$ cat src/rtl/cmult_pipe.sv
// cmult_pipe: 3-stage signed complex multiplier (q = a*b or a*conj(b)) using the 3-multiplier
// form, arithmetic right shift by SHIFT, then saturation to OW bits. Define CMULT_ROUND_EN for round-half-up.
module cmult_pipe #(
  parameter int W     = 16,
  parameter int OW    = 32,
  parameter int SHIFT = 0,
  parameter int TAG_W = 4
) (
  input  logic             clk,
  input  logic             rst_n,
  input  logic             in_valid,
  output logic             in_ready,
  input  logic             conj,
  input  logic [W-1:0]     ar,
  input  logic [W-1:0]     ai,
  input  logic [W-1:0]     br,
  input  logic [W-1:0]     bi,
  input  logic [TAG_W-1:0] in_tag,
  output logic             out_valid,
  input  logic             out_ready,
  output logic [OW-1:0]    qr,
  output logic [OW-1:0]    qi,
  output logic [TAG_W-1:0] out_tag,
  output logic             sat,
  output logic             sat_sticky,
  input  logic             clr
);
  localparam int P1 = W + 1;
  localparam int PM = 2*W + 2;
  localparam int PE = 2*W + 3;
  localparam logic signed [PE-1:0] ONE  = PE'(1);
  localparam logic signed [PE-1:0] MAXV = (ONE <<< (OW-1)) - ONE;
  localparam logic signed [PE-1:0] MINV = -(ONE <<< (OW-1));
`ifdef CMULT_ROUND_EN
  localparam int RSH = (SHIFT > 0) ? SHIFT - 1 : 0;
  localparam logic signed [PE-1:0] RND = (SHIFT > 0) ? (ONE <<< RSH) : '0;
`endif

  logic en;
  logic v1, v2;
  logic [TAG_W-1:0] tag1, tag2;
  logic signed [P1-1:0] ar1, br1, bie1, s1, s2, s3;
  logic signed [PM-1:0] m1, m2, m3;

  logic signed [P1-1:0] ar_x, ai_x, br_x, bie_x;
  logic signed [PE-1:0] re_f, im_f, re_s, im_s;
  logic [OW-1:0] qr_n, qi_n;
  logic re_clip, im_clip;

  assign en       = ~out_valid | out_ready;
  assign in_ready = en;

  // One extra bit so negating the most negative bi stays exact.
  always_comb begin
    ar_x  = P1'($signed(ar));
    ai_x  = P1'($signed(ai));
    br_x  = P1'($signed(br));
    bie_x = conj ? -P1'($signed(bi)) : P1'($signed(bi));
  end

  always_comb begin
    re_f = PE'(m1) - PE'(m2);
    im_f = PE'(m1) + PE'(m3);
`ifdef CMULT_ROUND_EN
    re_f = re_f + RND;
    im_f = im_f + RND;
`endif
    re_s    = re_f >>> SHIFT;
    im_s    = im_f >>> SHIFT;
    re_clip = (re_s > MAXV) || (re_s < MINV);
    im_clip = (im_s > MAXV) || (im_s < MINV);
    if (re_s > MAXV)      qr_n = MAXV[OW-1:0];
    else if (re_s < MINV) qr_n = MINV[OW-1:0];
    else                  qr_n = re_s[OW-1:0];
    if (im_s > MAXV)      qi_n = MAXV[OW-1:0];
    else if (im_s < MINV) qi_n = MINV[OW-1:0];
    else                  qi_n = im_s[OW-1:0];
  end

  always_ff @(posedge clk) begin
    if (en) begin
      tag1 <= in_tag;
      ar1  <= ar_x;
      br1  <= br_x;
      bie1 <= bie_x;
      s1   <= br_x + bie_x;
      s2   <= ar_x + ai_x;
      s3   <= ai_x - ar_x;
      tag2 <= tag1;
      m1   <= PM'(ar1) * PM'(s1);
      m2   <= PM'(bie1) * PM'(s2);
      m3   <= PM'(br1) * PM'(s3);
    end
  end

  always_ff @(posedge clk) begin
    if (!rst_n) begin
      v1         <= 1'b0;
      v2         <= 1'b0;
      out_valid  <= 1'b0;
      qr         <= '0;
      qi         <= '0;
      out_tag    <= '0;
      sat        <= 1'b0;
      sat_sticky <= 1'b0;
    end else begin
      if (en) begin
        v1        <= in_valid;
        v2        <= v1;
        out_valid <= v2;
        qr        <= qr_n;
        qi        <= qi_n;
        out_tag   <= tag2;
        sat       <= v2 & (re_clip | im_clip);
      end
      if (en && v2 && (re_clip || im_clip)) sat_sticky <= 1'b1;
      else if (clr)                         sat_sticky <= 1'b0;
    end
  end
endmodule
$ cat config.mk
export PLATFORM = sky130hd
export DESIGN_NAME = cmult_pipe
export DESIGN_NICKNAME = d
export VERILOG_FILES = /design/src/rtl/cmult_pipe.sv
export SDC_FILE = /design/constraint.sdc
export NUM_CORES = 2
export LEC_CHECK = 0
export ABC_AREA = 0
export CELL_PAD_IN_SITES_DETAIL_PLACEMENT = 0
export CELL_PAD_IN_SITES_GLOBAL_PLACEMENT = 1
export CORE_UTILIZATION = 47
export CTS_CLUSTER_DIAMETER = 80
export CTS_CLUSTER_SIZE = 30
export DETAILED_ROUTE_END_ITERATION = 16
export PLACE_DENSITY = 0.76
export SLEW_MARGIN = 10
export SYNTH_ARGS = -nofsm -noshare
export SYNTH_HDL_FRONTEND = slang
export SYNTH_SLANG_ARGS = --single-unit
$ cat constraint.sdc
create_clock -name clk -period 17.6 [get_ports clk]
set_input_delay 1.76 -clock clk [delete_from_list [all_inputs] [get_ports clk]]
set_output_delay 1.76 -clock clk [all_outputs]
set_load 0.02 [all_outputs]
==> run metrics <==
Final Wtd Congestion 0.898; run status complete, but fails checks; clock edge transition at the registers on the reported setup and hold paths 0.09 ns; # setup viols final 0; post-synth cell types 80; critical register-to-register path endpoint m3[32]$_DFFE_PN_; EDFF count, synth 207; slew at the pin closest to its max-slew limit 1.03 ns; cell area after placement 48,500 sq um; Top Ports 146; top fanout value on the critical path 17; DRC marker count from the first detailed-route iteration 2,027; Min Hold Slack 0.432 ns; fmax 141 MHz; share of the yosys chip area belonging to registers 0.167; Area growth syn-to-layout 7.25%; top_reg_cell synth sky130_fd_sc_hd__edfxtp_1; Final period util 0.403; Synth Instances 4,776; setup slack of the worst register-to-register path 10.50 ns; sinks on the clock net 280; die boundary width 315 um; maximum number of buffers from clock root to sink 3; largest net degree at the start of global routing 79; number of standard-cell rows in the floorplan 114; depth of the worst register-to-register path 20; hold violation count in the final report 0; sum of negative setup slack 0 ns; critical path arrival 7.40 ns; number of buffers inserted during clock tree synthesis 25; count of final max-slew check failures 0; via count 31,930; leftover overflow at the end of global routing 0; Clock Skews 0.0527 ns; global router's overall resource usage 0.246; proportion of register bits with asynchronous set or reset after synthesis 0; Mapped Avg Cell Area 9.65 sq um; Fillers 9,000; worst hold path type flip-flop to flip-flop; DIE AREA 99,300 sq um; Relative slew margins 0.312; number of setup buffers added after CTS 0; crit path launch type flip-flop; Max H-tree Level 1; Post-DRT Antenna Nets 0; minimum period implied by the final worst setup slack 7.10 ns; hold worst-path end tag2[2]$_DFFE_PN_; failing checks design-rule violations; number of antenna violations at the first check in global routing 2; library cell used as clock root buffer sky130_fd_sc_hd__clkbuf_16; remaining design rule violation count 40; critical path endpoint category flip-flop; Cell Area, Synth 46,100 sq um; post-synth net total 6,072; number of instances on the worst hold path 0; Hold-fix buffers, CTS 0; first-pass GRT wire length 188 mm; detailed-route wire length per cell 19.5 um; total wirelength of the detailed-routed design 119 mm; initial cell density of the core 0.476; number of gates resized after cts 0; number of global-route vias before repair 32,848; Crit path required time 17.91 ns; worst skew pair latency 0.62 ns; max-cap violations 0; Setup CP Type flip-flop to flip-flop; post-route standard cell area excluding fillers 49,400 sq um; total of warnings raised by yosys 0; core region area 96,900 sq um; count of nets after finishing 6,088; fraction of final layout cells with drive strength greater than 1 0.0175; pre-CTS setup slack 10.51 ns; number of detailed-route iterations in the first pass 11; number of storage elements in the synthesis netlist 280; number of port buffers 145; HPWL Detailed 98.7 mm; unrepaired setup endpoints after global routing false; CTS tree yes; final worst setup slack 10.50 ns; reg-to-reg critical path startpoint br1[2]$_DFFE_PN_; Worst Hold Launch tag1[2]$_DFFE_PN_; DR vias/cell 5.24; Chip Height 315 um
[synthesized netlist by cell type (5+ instances only)]
master	n	area share
sky130_fd_sc_hd__inv_1	1007	0.082
sky130_fd_sc_hd__a21oi_1	176	0.019
sky130_fd_sc_hd__o211a_1	31	0.0067
sky130_fd_sc_hd__a31oi_1	19	0.0026
sky130_fd_sc_hd__a2111oi_0	5	0.00095
sky130_fd_sc_hd__nand3_1	30	0.0033
sky130_fd_sc_hd__nand2_1	472	0.038
sky130_fd_sc_hd__nand2b_1	42	0.0057
sky130_fd_sc_hd__or3_1	9	0.0012
sky130_fd_sc_hd__a21o_1	57	0.0093
sky130_fd_sc_hd__a211oi_1	12	0.0020
sky130_fd_sc_hd__xor2_1	42	0.0080
sky130_fd_sc_hd__o41ai_1	6	0.0011
sky130_fd_sc_hd__a21boi_0	9	0.0015
sky130_fd_sc_hd__o21ai_1	8	0.00087
sky130_fd_sc_hd__nor2_1	184	0.015
sky130_fd_sc_hd__nor4_1	9	0.0012
sky130_fd_sc_hd__and3_1	22	0.0030
sky130_fd_sc_hd__nor3_1	38	0.0041
sky130_fd_sc_hd__edfxtp_1	207	0.13
sky130_fd_sc_hd__clkbuf_1	146	0.012
sky130_fd_sc_hd__dfxtp_1	73	0.032
sky130_fd_sc_hd__o21a_1	32	0.0052
sky130_fd_sc_hd__xnor2_1	172	0.033
sky130_fd_sc_hd__nand4_1	12	0.0016
sky130_fd_sc_hd__buf_6	7	0.0017
sky130_fd_sc_hd__o211ai_1	14	0.0023
sky130_fd_sc_hd__nor2b_1	21	0.0029
sky130_fd_sc_hd__fa_1	853	0.37
sky130_fd_sc_hd__ha_1	369	0.10
sky130_fd_sc_hd__o21ai_0	142	0.015
sky130_fd_sc_hd__o21bai_1	39	0.0064
sky130_fd_sc_hd__and2_1	408	0.055
sky130_fd_sc_hd__o31ai_1	13	0.0021
[placed cells by master, fill, tap and decap left out, drive strengths merged, types with 38 or more instances in the layout]
cell / instances
ha: 369
a21oi: 179
a21o: 57
nand2b: 42
inv: 1021
nor2: 185
and2: 408
nand2: 473
xor2: 42
nor3: 38
xnor2: 172
clkdlybuf4s50: 144
dfxtp: 73
fa: 853
edfxtp: 207
o21ai: 152
o21bai: 39
[layer usage]
layer / global-route usage / vias to the layer above / part of all wire
met5: 0 / - / 0
met4: 0.0471 / 0 / 0.020
met3: 0.0405 / 92 / 0.065
met2: 0.382 / 866 / 0.45
met1: 0.365 / 16133 / 0.47
li1: - / 14839 / -
[sequential cells by signal, summed over array words and instances (netlist names)]
name,flops
m2,34
m1,33
m3,33
qi,32
qr,32
bie1,17
s1,17
s2,17
ar1,16
br1,16
s3,16
out_tag,4
tag1,4
tag2,4
out_valid,1
sat,1
sat_sticky,1
v1,1
v2,1
[kinds of logic (layout without fill, tap and decap cells)]
group / Yosys count / count (layout) / synth area share
AO/OA/AOI/OAI: 616 / 616 / 0.0881
buffers and inverters: 1168 / 1203 / 0.0964
adder cells (fa/ha/maj): 1222 / 1222 / 0.471
AND/OR/NAND/NOR: 1272 / 1272 / 0.136
flip-flops: 280 / 280 / 0.167
multiplexers: 3 / 3 / 0.000706
XOR/XNOR: 215 / 215 / 0.0412
other: 0 / 1 / 0
[worst max-delay path by stage]
stage                           from          endpoint  slack (ns)  depth (start not counted)
global placement     s2[2]$_DFFE_PN_  m2[33]$_DFFE_PN_       10.62                         22
finish              br1[2]$_DFFE_PN_  m3[32]$_DFFE_PN_       10.50                         20
CTS                 br1[1]$_DFFE_PN_  m3[32]$_DFFE_PN_       10.53                         20
global route         s2[2]$_DFFE_PN_  m2[33]$_DFFE_PN_       10.08                         22
detailed placement   s2[2]$_DFFE_PN_  m2[33]$_DFFE_PN_       10.51                         22
floorplan                  out_ready          in_ready        7.68                          4
[layout make-up]
type | instances | area, sq um | area share
Multi-Input combinational cell | 3328 | 34000 | 0.687
Sequential cell | 280 | 7680 | 0.155
Inverter | 1007 | 3790 | 0.0766
Tap cell | 1276 | 1600 | 0.0323
Timing Repair Buffer | 150 | 1480 | 0.0300
Clock buffer | 26 | 629 | 0.0127
Clock inverter | 20 | 280 | 0.00567
Antenna cell | 1 | 2.50 | 0.0000506
[through the flow]
step,utilization,std cells
after global placement,0.501,6041
after CTS,0.510,6087
final,0.510,6088
after floorplan,-,4776
after global routing,0.510,6087
after detailed placement,0.501,6041
[critical path, stage by stage, from the launching register on]
cell,delay (ns)
sky130_fd_sc_hd__edfxtp_1,0.83
sky130_fd_sc_hd__nand2_1,0.20
sky130_fd_sc_hd__inv_1,0.11
sky130_fd_sc_hd__fa_1,0.56
sky130_fd_sc_hd__fa_1,0.90
sky130_fd_sc_hd__fa_1,0.53
sky130_fd_sc_hd__fa_1,0.51
sky130_fd_sc_hd__fa_1,0.49
sky130_fd_sc_hd__inv_1,0.05
sky130_fd_sc_hd__fa_1,0.47
sky130_fd_sc_hd__inv_1,0.04
sky130_fd_sc_hd__ha_1,0.37
sky130_fd_sc_hd__a21o_1,0.19
sky130_fd_sc_hd__a21o_1,0.17
sky130_fd_sc_hd__a21oi_1,0.24
sky130_fd_sc_hd__nand2_1,0.08
sky130_fd_sc_hd__o311a_1,0.34
sky130_fd_sc_hd__o21a_1,0.20
sky130_fd_sc_hd__o21a_1,0.20
sky130_fd_sc_hd__o41ai_2,0.23
sky130_fd_sc_hd__xnor2_1,0.12
Power is not shown: default switching activity piles up to over one toggle a cycle in this logic, so the estimate is an artifact.
